$ cat src/rtl/cpu_pkg.sv
// Shared CPU-side constants: data/address widths and arbiter port indices.
package cpu_pkg;

   localparam int   WORD_W  = 32;
   localparam int   BADDR_W = 31;
   localparam logic PORT_F  = 1'b0;
   localparam logic PORT_D  = 1'b1;

endpackage

$ cat src/rtl/rom_access_arbiter_rr_arb2.sv
// Two-way grant for fetch (F) and data (D) with round-robin or fixed F priority.
module rr_arb2
   import cpu_pkg::*;
#(
   parameter int FIXED_PRIO = 0
) (
   input  logic clk,
   input  logic reset,
   input  logic f_req,
   input  logic d_req,
   output logic f_gnt,
   output logic d_gnt
);

   logic last_grant;

   always_comb begin
      f_gnt = 1'b0;
      d_gnt = 1'b0;
      if (reset) begin
         if (f_req && d_req) begin
            // On a tie the port that did not win last time goes first
            if ((FIXED_PRIO != 0) || (last_grant == PORT_D)) begin
               f_gnt = 1'b1;
            end else begin
               d_gnt = 1'b1;
            end
         end else begin
            f_gnt = f_req;
            d_gnt = d_req;
         end
      end
   end

   always_ff @(posedge clk) begin
      if (!reset) begin
         last_grant <= PORT_D;
      end else if (f_gnt) begin
         last_grant <= PORT_F;
      end else if (d_gnt) begin
         last_grant <= PORT_D;
      end
   end

endmodule

$ cat src/rtl/rom_access_arbiter.sv
// Shares the combinational ROM read port between fetch and data loads; one-cycle
// registered responses, alignment/range fault flags and a saturating conflict counter.
module rom_access_arbiter
   import cpu_pkg::*;
#(
   parameter int ROM_SIZE   = 256,
   parameter int FIXED_PRIO = 0,
   parameter int CNT_W      = 16
) (
   input  logic                 clk,
   input  logic                 reset,
   input  logic                 f_req,
   input  logic [BADDR_W-1:0]   f_addr,
   output logic                 f_gnt,
   output logic                 f_rvalid,
   output logic [WORD_W-1:0]    f_rdata,
   output logic                 f_err,
   input  logic                 d_req,
   input  logic [BADDR_W-1:0]   d_addr,
   output logic                 d_gnt,
   output logic                 d_rvalid,
   output logic [WORD_W-1:0]    d_rdata,
   output logic                 d_err,
   output logic [BADDR_W-1:0]   rom_addr,
   input  logic [WORD_W-1:0]    rom_data,
   output logic [CNT_W-1:0]     conflict_cnt
);

   localparam logic [BADDR_W-1:0] ROM_BYTES = BADDR_W'(4 * ROM_SIZE);

   function automatic logic is_fault(input logic [BADDR_W-1:0] a);
      return (a[1:0] != 2'b00) || (a >= ROM_BYTES);
   endfunction

   logic [BADDR_W-1:0] sel_addr;
   logic [BADDR_W-1:0] addr_hold_p1;
   logic               sel_vld;
   logic               fault;
   logic [WORD_W-1:0]  word;

   rr_arb2 #(
      .FIXED_PRIO (FIXED_PRIO)
   ) u_arb (
      .clk   (clk),
      .reset (reset),
      .f_req (f_req),
      .d_req (d_req),
      .f_gnt (f_gnt),
      .d_gnt (d_gnt)
   );

   always_comb begin
      sel_vld  = f_gnt | d_gnt;
      sel_addr = f_gnt ? f_addr : d_addr;
      fault    = is_fault(sel_addr);
      word     = fault ? '0 : rom_data;
      // Idle cycles keep presenting the last granted address
      rom_addr = sel_vld ? {sel_addr[BADDR_W-1:2], 2'b00} : addr_hold_p1;
   end

   always_ff @(posedge clk) begin
      if (sel_vld) begin
         addr_hold_p1 <= {sel_addr[BADDR_W-1:2], 2'b00};
      end
   end

   // Response stage: captured at the grant edge, valid for exactly one cycle
   always_ff @(posedge clk) begin
      if (!reset) begin
         f_rvalid <= 1'b0;
         d_rvalid <= 1'b0;
         f_err    <= 1'b0;
         d_err    <= 1'b0;
         f_rdata  <= '0;
         d_rdata  <= '0;
      end else begin
         f_rvalid <= f_gnt;
         d_rvalid <= d_gnt;
         if (f_gnt) begin
            f_rdata <= word;
            f_err   <= fault;
         end
         if (d_gnt) begin
            d_rdata <= word;
            d_err   <= fault;
         end
      end
   end

   always_ff @(posedge clk) begin
      if (!reset) begin
         conflict_cnt <= '0;
      end else if (f_req && d_req && (conflict_cnt != {CNT_W{1'b1}})) begin
         conflict_cnt <= conflict_cnt + 1'b1;
      end
   end

endmodule

$ cat config.mk
export PLATFORM = sky130hd
export DESIGN_NAME = rom_access_arbiter
export DESIGN_NICKNAME = d
export VERILOG_FILES = /design/src/rtl/cpu_pkg.sv /design/src/rtl/rom_access_arbiter_rr_arb2.sv /design/src/rtl/rom_access_arbiter.sv
export SDC_FILE = /design/constraint.sdc
export NUM_CORES = 1
export LEC_CHECK = 0
export BUFFER_PORTS_ARGS = -buffer_cell sky130_fd_sc_hd__buf_2
export CELL_PAD_IN_SITES_DETAIL_PLACEMENT = 0
export CELL_PAD_IN_SITES_GLOBAL_PLACEMENT = 1
export CORE_MARGIN = 2
export CORE_UTILIZATION = 31
export CTS_BUF_LIST = sky130_fd_sc_hd__clkbuf_4
export DETAILED_ROUTE_END_ITERATION = 8
export GPL_TIMING_DRIVEN = 1
export PLACE_DENSITY = 0.74
export SLEW_MARGIN = 10
export SYNTH_ARGS = -nofsm -noshare
export SYNTH_HDL_FRONTEND = slang
export SYNTH_SLANG_ARGS = --single-unit
$ cat constraint.sdc
create_clock -name clk -period 1.8 [get_ports clk]
set_clock_uncertainty 0.15 [all_clocks]
set_input_delay 0.09 -clock clk [delete_from_list [all_inputs] [get_ports clk]]
set_output_delay 0.09 -clock clk [all_outputs]
set_load 0.01 [all_outputs]
======== After elaboration in Yosys (flattened, before gate mapping) ========
Cells that the tools add are included.
word-level totals
  flip-flop bits (word level) ............. 116
  input bits .............................. 98
  word-level logic and storage cells ...... 29
  output and inout bits ................... 117
operators by class
  bitwise logic cells ..................... 1
  reduce and logical (&&, ||, !) cells .... 5
  mux-type cells .......................... 11
  magnitude comparators ................... 1
  equal/unequal tests ..................... 1
  add/sub/neg operators ................... 1
operator list
  kind                                                   number
  2-to-1 mux 31 bit                                      2
  2-to-1 mux 32 bit                                      1
  >= comparator 31 x 11 -> 1 bit, second input constant  1
  adder 16 x 1 -> 16 bit, second input constant          1
  inequality test 16 bit, second input constant          1
  2-to-1 mux 1 bit                                       8
  nonzero test 2 bit                                     2
  logical AND 1 bit                                      2
  logical OR 1 bit                                       1
  bitwise OR 1 bit                                       1

======== Logic depth before layout (Yosys ltp) ========
Gate-level depths: netlist (run 1).
  word-level depth ........................ 7
  gate-level depth with buffers ........... 6
  depth with buffers taken out ............ 5

======== Modules after synthesis ========
From an unflattened synthesis (run 1), not the netlist that was laid out.
second synthesis, totals
  cell total of the unflattened synthesis .. 551
  area, all modules ....................... 5013.6 um^2
by module, submodules not included
  module              instances  area each (um^2)  cells an instance  seq. area each (um^2)
  rom_access_arbiter  1          4961.0            544                2302.2
  rr_arb2             1          52.6              7                  20.0

======== Least setup slack after synthesis (run 1) ========
No wires, ideal clock.
  path type ............................... register to register
  start point ............................. register conflict_cnt[0]
  end point ............................... register conflict_cnt[12]
  setup time .............................. 115 ps
  buffers on the path ..................... 0
  period minus slack after synthesis ...... 1808 ps
  cell stages (with the launch flop) ...... 6
  required time ........................... 1535 ps
  slack ................................... -8 ps
  arrival time ............................ 1542 ps
  cells stage by stage .................... dfxtp_1 ha_1 and2_1 nand3_2 or4b_1 and3_1
between the ends
  longest elaborated chain between the ends .. 2
  elaborated cells between the ends (all ways) .. 3
  those cells by class .................... 1 x add/sub; 1 x eq/ne; 1 x reduce/logical
ends and longest elaborated chain
  what                                                            RTL line                  source
  from (decl)                                                     rom_access_arbiter.sv:26  output logic [CNT_W-1:0] conflict_cnt
  from (signal assigned)                                          rom_access_arbiter.sv:94  conflict_cnt <= conflict_cnt + 1'b1;
  branches (longest 2 deep; another with adder 16 x 1 -> 16 bit)  -
Parallel ways; which one is timed is not known.
A chain may end at the register's enable or synchronous reset.

======== Worst setup path after layout (run 1) ========
  start point ............................. register u_arb.last_grant
  end point ............................... register d_rdata[1]
between the ends
  longest elaborated chain between the ends .. 7
  elaborated cells between the ends (all ways) .. 11
  those cells by class .................... 1 x order compare; 8 x mux; 2 x reduce/logical
ends and longest elaborated chain
  what                                                                         RTL line                          source
  from (decl)                                                                  rom_access_arbiter_rr_arb2.sv:15  logic last_grant;
  from (signal assigned)                                                       rom_access_arbiter_rr_arb2.sv:37  last_grant <= PORT_D;
  from (signal assigned)                                                       rom_access_arbiter_rr_arb2.sv:39  last_grant <= PORT_F;
  from (signal assigned)                                                       rom_access_arbiter_rr_arb2.sv:41  last_grant <= PORT_D;
  2-to-1 mux 1 bit                                                             rom_access_arbiter_rr_arb2.sv:23  if ((FIXED_PRIO != 0) || (last_grant == PORT_D)) begin
  2-to-1 mux 1 bit                                                             rom_access_arbiter_rr_arb2.sv:21  if (f_req && d_req) begin
  2-to-1 mux 1 bit                                                             rom_access_arbiter_rr_arb2.sv:20  if (reset) begin
  2-to-1 mux 31 bit                                                            rom_access_arbiter.sv:54          sel_addr = f_gnt ? f_addr : d_addr;
  >= comparator 31 x 11 -> 1 bit / nonzero test 2 bit (equally long branches)  rom_access_arbiter.sv:32          return (a[1:0] != 2'b00) || (a >= ROM_BYTES);
  logical OR 1 bit                                                             rom_access_arbiter.sv:32
  2-to-1 mux 32 bit                                                            rom_access_arbiter.sv:56          word = fault ? '0 : rom_data;
  to (signal assigned)                                                         rom_access_arbiter.sv:84          d_rdata <= word;
  to (decl)                                                                    rom_access_arbiter.sv:22          output logic [WORD_W-1:0] d_rdata,
Several ways; a longest one is shown, not always the timed one.

==> metrics.sh, run 1 <==
SYNTH_TOP_CELLS_BY_AREA='sky130_fd_sc_hd__dfxtp_1 (49%), sky130_fd_sc_hd__nand2_1 (11%), sky130_fd_sc_hd__o31ai_2 (7.9%)'
PLACEABLECOREAREA_UM2=15030
CRIT_PATH_CELL_TRACE='buf_6 > nand2b_4 > nand3_4 > buf_4 > buf_6 > buf_6 > inv_2 > mux2_4 > buf_12 > buf_16 > o31ai_2'
FINAL_LAYOUT_SIZE_SUFFIX_GT1_SHARE_PCT=48.14
SYN-MEAN-INSTANCE-AREA_UM2=9.046
CRITPATHARRIVALTIME_PS=2500
PLACEMENT_ROWS=45
CLKSLEWWORSTSETUPHOLDPATHS_PS=100
WORST_PIN_SLEW_PS=526.9
YOSYS.CELL_COUNT.TOP_TYPE='sky130_fd_sc_hd__nand2_1'
FILL_CELLS=1232
MAXCLOCKFREQUENCY_MHz=454.0
FIRST_PASS_DETAILED_ROUTE_ITERATION_TOTAL=5
INSTANCE_COUNT_ALONG_THE_MOST_CRITICAL_HOLD_PATH=5
FP.DIEW_UM=127.4
DRV.MAX_CAP_VIOLATION_COUNT=0
INSERTED_CLOCK_BUFFERS=17
DIE_AREA_UM2=16240
CRITPATHCAPTURETYPE='register'
R2R-START='u_arb.last_grant$_SDFFE_PN1N_'
VIOLATED_CHECKS='setup timing'
FIN_UTIL_PCT=59.43
SYNTH_LARGEST_TYPE_AREA_FRACTION_PCT=49.18
VIAS=5530
WORST_SLEW_MARGIN_REL_PCT=64.55
AREA_DELTA_SYNTH_FINAL_PCT=89.22
CP_MAX_FO=8
CRITICAL_PATH_REQUIRED_PS=2100
FAMILY_WITH_THE_MOST_DELAY_ON_THE_WORST_PATH='buffers and inverters'
DRT.ANTENNA.VIOLATING_NETS=0
OUTCOME='finished with violations'
CTSHTREEMAXLEVEL=4
HOLDWS_PS=37.38
DP.FINAL_HPWL_MM=10.39
UNIQUE_MASTERS_POST_SYNTH=41
SYNTH-SEQ-CELLS=116
PORT_BUFFERS=214
GR-TOTAL-OVERFLOW=0
RSZ0062_AT_GRT='true'
DRT_WL_TOTAL_MM=18.71
HOLD_CLASS='in2reg'
WORST-R2R-SETUP-SLACK_PS=-400
HOLD-PATH-ENDPOINT='d_err$_SDFFE_PN0P_'
SYNTH_COMMON_CELLS='sky130_fd_sc_hd__nand2_1 (139), sky130_fd_sc_hd__dfxtp_1 (116), sky130_fd_sc_hd__nor2_1 (38), sky130_fd_sc_hd__a22o_1 (32), sky130_fd_sc_hd__o31ai_2 (30)'
CRIT_PATH_START='u_arb.last_grant$_SDFFE_PN1N_'
MIN_PERIOD_OVER_PERIOD_PCT=122.4
CLOCK_PATH_BUFFERS=2
DIE_Y_UM=127.4
WORSTSETUPSTARTPOINTTYPE='register'
WP_BUF_INV=7
GRT_ANTENNA_BEFORE_REPAIR=1
NUMBER_OF_SYNTHESIZED_FLOPS_WITH_AN_ENABLE_PIN=0
DRC_ERRORS=0
POSTLAYOUTSETUPSLACKWORST_PS=-402.5
PWR_DENS_nW_PER_UM2=707.0
YS.FLOP_TYPE='sky130_fd_sc_hd__dfxtp_1'
WORST_R2R_ENDPOINT='d_rdata[1]$_SDFFE_PN0P_'
VDD_IR_DROP_MAX_mV=0.4466
FIRST_GLOBAL_VIAS=5510
HOLD_PATH_STARTPOINT='f_addr[1]'
WORST_R2R_PATH_DEPTH=11
TIMING_HOLD_VIOLATIONS_FINAL=0
CRITICAL_PATH.SLOWEST_CELL='sky130_fd_sc_hd__dfxtp_2'
CRITPATHKIND='reg2reg'
TRITONCTS='done'
P_LEAK_nW=4.017
YOSYSWARNINGCOUNT=0
NETLIST.TOP_CELL.BY_AREA='sky130_fd_sc_hd__dfxtp_1'
FINALSETUPVIOLATIONS=99
LAYOUT_MIN_CYCLE_TIME_PS=2202
DRT_FIRST_ITER_VIOLATIONS=279
VIAS_PER_CELL=5.005
SEQ_AREA_FRAC_SYNTH_PCT=49.18
POSTSYNTH.ASYNCRESETSHARE_PCT=0
FINISH.NET_COUNT=1003
TNS_PS=-27220
GLOBALPLACE.CONGESTION=0.7862
WIRE_LENGTH_OF_THE_FIRST_GLOBAL_ROUTING_PASS_MM=26.98
ROOT_BUFFER='sky130_fd_sc_hd__clkbuf_4'
CTS_SINKS=116
SYN_NETS=621
FLOORPLAN.INITIALDENSITY_PCT=31.41
PATH_COMMON_CELL='sky130_fd_sc_hd__buf_6'
SYN-INSTANCE-COUNT=522
TIMING.CRITICAL_PATH.SLOWEST_CELL_DELAY_PS=360
PIN_COUNT=215
GRT_MAX_DEGREE=34
CLKLATENCYLATEPIN_PS=530
ROUTED_WIRE_LENGTH_PER_INSTANCE_UM=16.93
FINALMAXSLEWVIOLATIONS=0
DP_SLACK_PS=-171.2
GR-USAGE-ALL-LAYERS_PCT=20.99
SYNTH_AREA_UM2=4722
## power breakdown
group	leakage [nW]	switching, mW	total [mW]	internal (mW)
Combinational	2.90	0.618	1.34	0.718
Clock	0.173	1.00	2.25	1.25
Sequential	0.947	0.0373	2.73	2.69
## cell usage in the layout (no fill, tap or decap), types with 4 or more instances in the layout
cell type / count
sky130_fd_sc_hd__nand2_4: 6
sky130_fd_sc_hd__clkinv_1: 4
sky130_fd_sc_hd__a22o_1: 32
sky130_fd_sc_hd__nor2_4: 4
sky130_fd_sc_hd__buf_2: 198
sky130_fd_sc_hd__buf_6: 23
sky130_fd_sc_hd__nand3_1: 7
sky130_fd_sc_hd__nor4_1: 9
sky130_fd_sc_hd__buf_4: 53
sky130_fd_sc_hd__o31ai_2: 21
sky130_fd_sc_hd__dlygate4sd3_1: 96
sky130_fd_sc_hd__nor2_2: 20
sky130_fd_sc_hd__clkbuf_4: 19
sky130_fd_sc_hd__a31oi_4: 13
sky130_fd_sc_hd__nor2_1: 14
sky130_fd_sc_hd__mux2i_1: 9
sky130_fd_sc_hd__nand2_2: 8
sky130_fd_sc_hd__a31oi_1: 7
sky130_fd_sc_hd__nand2b_1: 10
sky130_fd_sc_hd__a21oi_1: 10
sky130_fd_sc_hd__nand2_1: 125
sky130_fd_sc_hd__clkbuf_16: 4
sky130_fd_sc_hd__nand4_1: 7
sky130_fd_sc_hd__o31ai_4: 10
sky130_fd_sc_hd__a31oi_2: 9
sky130_fd_sc_hd__dfxtp_1: 114
sky130_fd_sc_hd__bufinv_16: 5
sky130_fd_sc_hd__inv_1: 4
sky130_fd_sc_hd__buf_16: 8
sky130_fd_sc_hd__and3_1: 4
sky130_fd_sc_hd__nor3_1: 4
sky130_fd_sc_hd__buf_12: 13
## worst max path at each step
stage,to,slack (ps),cells after the start
2_1_floorplan,conflict_cnt[12]$_SDFFE_PN0P_,5,5
3_3_place_gp,d_rdata[30]$_SDFFE_PN0P_,-100,7
3_5_place_dp,d_rdata[22]$_SDFFE_PN0P_,-170,7
4_1_cts,rom_addr[2],-410,8
5_1_grt,rom_addr[28],-530,8
6_report,d_rdata[1]$_SDFFE_PN0P_,-400,11
## area by class of cell
class | instances | area (um^2) | area share, %
Clock inverter | 12 | 186.4 | 2.087
Tap cell | 188 | 235.2 | 2.633
Clock buffer | 19 | 142.6 | 1.596
Multi-Input combinational cell | 364 | 2734 | 30.60
Inverter | 6 | 25.02 | 0.2801
Timing Repair Buffer | 399 | 3284 | 36.76
Antenna cell | 1 | 2.502 | 0.02801
Sequential cell | 116 | 2325 | 26.02
## logic make-up after synthesis
logic type,Yosys count,share of synthesized area [%]
adders and majority gates,1,0.2649
buffers and inverters,42,4.663
AOI/OAI and AO/OA,116,21.25
DFF,116,49.18
muxes,11,2.464
and+or+nand+nor,236,22.18
## routing by layer
metal  vias up  share of wire, %  global-route usage (%)
met1      2637                42                   23.81
met2       226                51                   36.65
li1       2632                 -                       -
met5         -                 0                       0
met3        35               5.6                   5.611
met4         0               2.2                   9.955
## stage by stage
| stage | cell area, um^2 | power, mW | cells |
|---|---|---|---|
| final | 8935 | 6.317 | 1105 |
| after global routing | 8935 | 6.573 | 1105 |
| after CTS | 8401 | 6.160 | 1090 |
| after detailed placement | 6237 | 3.504 | 927 |
| after global placement | 6237 | 3.491 | 927 |
| after floorplan | 4723 | 3.132 | 522 |
## sequential cells by signal, summed over array words and instances, names as in the netlist
register	count
f_err	1
d_rvalid	1
d_err	1
d_rdata	32
conflict_cnt	16
u_arb.last_grant	1
f_rdata	32
addr_hold_p1	31
f_rvalid	1
## what timing repair did
item	CTS	global route
setup buffers	27	10
gates resized for setup	73	69
gates cloned	11	5
endpoints found under the hold margin	111	0
hold buffers	96	0
setup endpoints to repair	54	104
pin swaps	33	11
## tightest hold or removal path, cell delays in order
cell                      delay (ps)
sky130_fd_sc_hd__buf_2            80
sky130_fd_sc_hd__nor2_1           40
sky130_fd_sc_hd__nand3_1         110
sky130_fd_sc_hd__mux2_4          250
sky130_fd_sc_hd__o31a_1          130
No activity file was read; power rests on OpenSTA's default activity.
==> run 2: changes to the inputs <==
- CORE_UTILIZATION: 31 -> 32
- PLACE_DENSITY: 0.74 -> default
- PLACE_DENSITY_LB_ADDON: default -> 0.1
- SYNTH_HIERARCHICAL: default -> 1
==> run 2 against run 1 <==
Effect of this change:
- clock power is 12% lower
- hold slack better by 9.8 ps
- the run still ends with setup timing left
- critical endpoint is now f_rdata[17]$_SDFFE_PN0P_
- synthesized cell count is 5.6% higher
- sequential share of layout area hardly changed
- die area is 2.8% higher
==> metrics.sh, run 2 <==
FIRST_GLOBAL_VIAS=5547
OUTCOME='finished with violations'
FP.DIEW_UM=129.2
WORST_PIN_SLEW_PS=446.6
DPL.CELL_COUNT=984
WIRE_LENGTH_OF_THE_FIRST_GLOBAL_ROUTING_PASS_MM=28.18
DRC_ERRORS=0
DRV.MAX_CAP_VIOLATION_COUNT=0
STDCELL_AREA_UM2=8974
CRITPATHKIND='reg2reg'
PLACEABLECOREAREA_UM2=15260
DRT.ANTENNA.VIOLATING_NETS=0
VIAS=5561
DPL-INSTANCE-AREA_UM2=6670
PWR_DENS_nW_PER_UM2=643.2
DRT_FIRST_ITER_VIOLATIONS=282
GRT_ANTENNA_BEFORE_REPAIR=0
LAYOUT.CELLS.MOST_COMMON='sky130_fd_sc_hd__buf_2'
FINALSETUPVIOLATIONS=99
NETLIST.TOP_CELL.BY_AREA='sky130_fd_sc_hd__dfxtp_1'
FINALMAXSLEWVIOLATIONS=0
VIOLATED_CHECKS='setup timing'
SEQ_AREA_FRAC_SYNTH_PCT=46.32
MOSTFREQUENTLAYOUTCELLS='sky130_fd_sc_hd__buf_2 (208), sky130_fd_sc_hd__nand2_1 (164), sky130_fd_sc_hd__dfxtp_1 (109)'
SYNTH-SEQ-CELLS=116
GR-TOTAL-OVERFLOW=0
POSTLAYOUTSETUPSLACKWORST_PS=-547.4
P_LEAK_nW=3.739
CRITICAL_PATH_REQUIRED_PS=2100
SYN_NETS=650
AREA_DELTA_SYNTH_FINAL_PCT=78.99
ROOT_BUFFER='sky130_fd_sc_hd__clkbuf_4'
HOLDWS_PS=47.15
YOSYSWARNINGCOUNT=6
MIN_PERIOD_OVER_PERIOD_PCT=130.4
TRITONCTS='done'
POST_LAYOUT_NONFILLER_INSTANCES=1135
POSTSYNTH.ASYNCRESETSHARE_PCT=0
LARGEST_REGS='d_rdata: 32 flops, f_rdata: 32 flops, addr_hold_p1: 31 flops'
RSZ0062_AT_GRT='true'
DIE_AREA_UM2=16680
SYN-MEAN-INSTANCE-AREA_UM2=9.099
FINISH.NET_COUNT=1011
ROUTED_WIRE_LENGTH_PER_INSTANCE_UM=16.35
CP_MAX_FO=20
CLKSLEWWORSTSETUPHOLDPATHS_PS=110
FIRST_PASS_DETAILED_ROUTE_ITERATION_TOTAL=7
CTSHTREEMAXLEVEL=4
CRITPATHARRIVALTIME_PS=2650
TIMING_HOLD_VIOLATIONS_FINAL=0
DP_SLACK_PS=-497.6
UNIQUE_MASTERS_POST_SYNTH=40
PORT_BUFFERS=214
CLKLATENCYLATEPIN_PS=520
YOSYS.CELL_COUNT.TOP_TYPE='sky130_fd_sc_hd__nand2_1'
DIE_Y_UM=129.2
CLOCK_PATH_BUFFERS=2
GLOBALPLACE.CONGESTION=0.8322
VIAS_PER_CELL=4.900
SYNTH_AREA_UM2=5014
SYNTH_TOP_CELLS_BY_AREA='sky130_fd_sc_hd__dfxtp_1 (46%), sky130_fd_sc_hd__nand2_1 (12%), sky130_fd_sc_hd__o31ai_2 (10%)'
INSERTED_CLOCK_BUFFERS=17
CRITPATHCAPTURETYPE='register'
LAYOUT_MIN_CYCLE_TIME_PS=2347
WORSTSETUPSTARTPOINTTYPE='register'
HOLD_CLASS='in2reg'
MAXCLOCKFREQUENCY_MHz=426.0
PLACEMENT_ROWS=45
CTS_SINKS=116
SYNTH_LARGEST_TYPE_AREA_FRACTION_PCT=46.32
ANTENNA_CELLS=0
GR-USAGE-ALL-LAYERS_PCT=21.71
PIN_COUNT=215
NUMBER_OF_SYNTHESIZED_FLOPS_WITH_AN_ENABLE_PIN=0
WORST_SLEW_MARGIN_REL_PCT=70.13
SYN-INSTANCE-COUNT=551
YS.FLOP_TYPE='sky130_fd_sc_hd__dfxtp_1'
FINAL_LAYOUT_SIZE_SUFFIX_GT1_SHARE_PCT=46.43
DP.FINAL_HPWL_MM=11.05
FLOORPLAN.INITIALDENSITY_PCT=32.86
VDD_IR_DROP_MAX_mV=0.4705
DRT_WL_TOTAL_MM=18.55
GRT_MAX_DEGREE=34
SYNTH_COMMON_CELLS='sky130_fd_sc_hd__nand2_1 (164), sky130_fd_sc_hd__dfxtp_1 (116), sky130_fd_sc_hd__o31ai_2 (40), sky130_fd_sc_hd__o21ai_0 (29), sky130_fd_sc_hd__o31ai_1 (28)'
[run 2: changes by cell type after synthesis, moves of 4 or more]
cell	delta
sky130_fd_sc_hd__a22o_1	-32
sky130_fd_sc_hd__a31oi_1	-28
sky130_fd_sc_hd__clkbuf_1	+8
sky130_fd_sc_hd__mux2_2	+9
sky130_fd_sc_hd__mux2i_1	+18
sky130_fd_sc_hd__nand2_1	+25
sky130_fd_sc_hd__nand2b_1	-4
sky130_fd_sc_hd__nand4_1	-4
sky130_fd_sc_hd__nor2_1	-35
sky130_fd_sc_hd__nor4_1	-7
sky130_fd_sc_hd__o21ai_0	+27
sky130_fd_sc_hd__o31ai_1	+24
sky130_fd_sc_hd__o31ai_2	+10
sky130_fd_sc_hd__or4_1	+6
[run 2: through the flow]
step,power [mW],TNS [ps],utilization (%)
final,5.772,-43540,58.81
after detailed placement,3.553,-28470,43.71
after global routing,6.048,-52880,58.81
after global placement,3.537,-26510,43.71
after floorplan,3.154,-20530,-
after CTS,5.775,-45600,55.73
[run 2: kinds of logic (layout without fill, tap and decap cells)]
kind of cell,Yosys count,in the layout,share of synthesized area [%]
adder cells (fa/ha/maj),1,1,0.2495
multiplexers,37,37,7.637
AO/OA/AOI/OAI,122,122,20.44
flip-flops,116,116,46.32
buffers and inverters,45,418,4.342
AND/OR/NAND/NOR,230,230,21.01
[run 2: metal layers]
metal | share of wire, % | vias to the layer above | track usage (%)
met5 | 0 | - | 0
met4 | 1.7 | 0 | 7.417
met3 | 5.4 | 24 | 5.780
met2 | 51 | 162 | 38.70
met1 | 41 | 2665 | 25.15
li1 | - | 2710 | -
[run 2: final timing paths]
check / start / endpoint / slack, ps / cells after the start
max reg2reg: u_arb/last_grant$_SDFFE_PN1P_ / f_rdata[17]$_SDFFE_PN0P_ / -550 / 9
max: u_arb/last_grant$_SDFFE_PN1P_ / f_rdata[17]$_SDFFE_PN0P_ / -550 / 9
min reg2reg: d_rdata[17]$_SDFFE_PN0P_ / d_rdata[17]$_SDFFE_PN0P_ / 310 / 2
min: reset / addr_hold_p1[25]$_DFF_P_ / 50 / 5
[run 2: final cells by class]
cell class,instances,area (um^2)
flip-flops and latches,116,2331
well taps,211,264.0
clock inverters,12,138.9
multi-input cells,390,3082
clock buffers,19,142.6
repair buffers,383,3000
inverters,4,15.01
fillers,1383,6285
[run 2: worst max-delay path: stages, from the launching register on]
cell and delay (ps):
sky130_fd_sc_hd__dfxtp_2 340, sky130_fd_sc_hd__nand2b_4 130, sky130_fd_sc_hd__and3_4 170, sky130_fd_sc_hd__buf_6 160, sky130_fd_sc_hd__nor4_1 340, sky130_fd_sc_hd__o22a_1 300, sky130_fd_sc_hd__nand2_4 140, sky130_fd_sc_hd__buf_6 150
sky130_fd_sc_hd__buf_16 170, sky130_fd_sc_hd__o31ai_2 220
[run 2: what timing repair did]
item | 4_1_cts | 5_1_grt
gates cloned | 8 | 2
gates resized for setup | 63 | 83
hold buffers | 94 | 0
setup endpoints to repair | 101 | 112
setup buffers | 10 | 11
pin swaps | 5 | 13
hold endpoints to repair | 101 | 0
[run 2: power breakdown]
part	switching [mW]	leakage [nW]	internal, mW
Combinational	0.498	2.63	0.577
Sequential	0.0374	0.948	2.69
Clock	1.00	0.157	0.966
Total	1.54	3.74	4.23
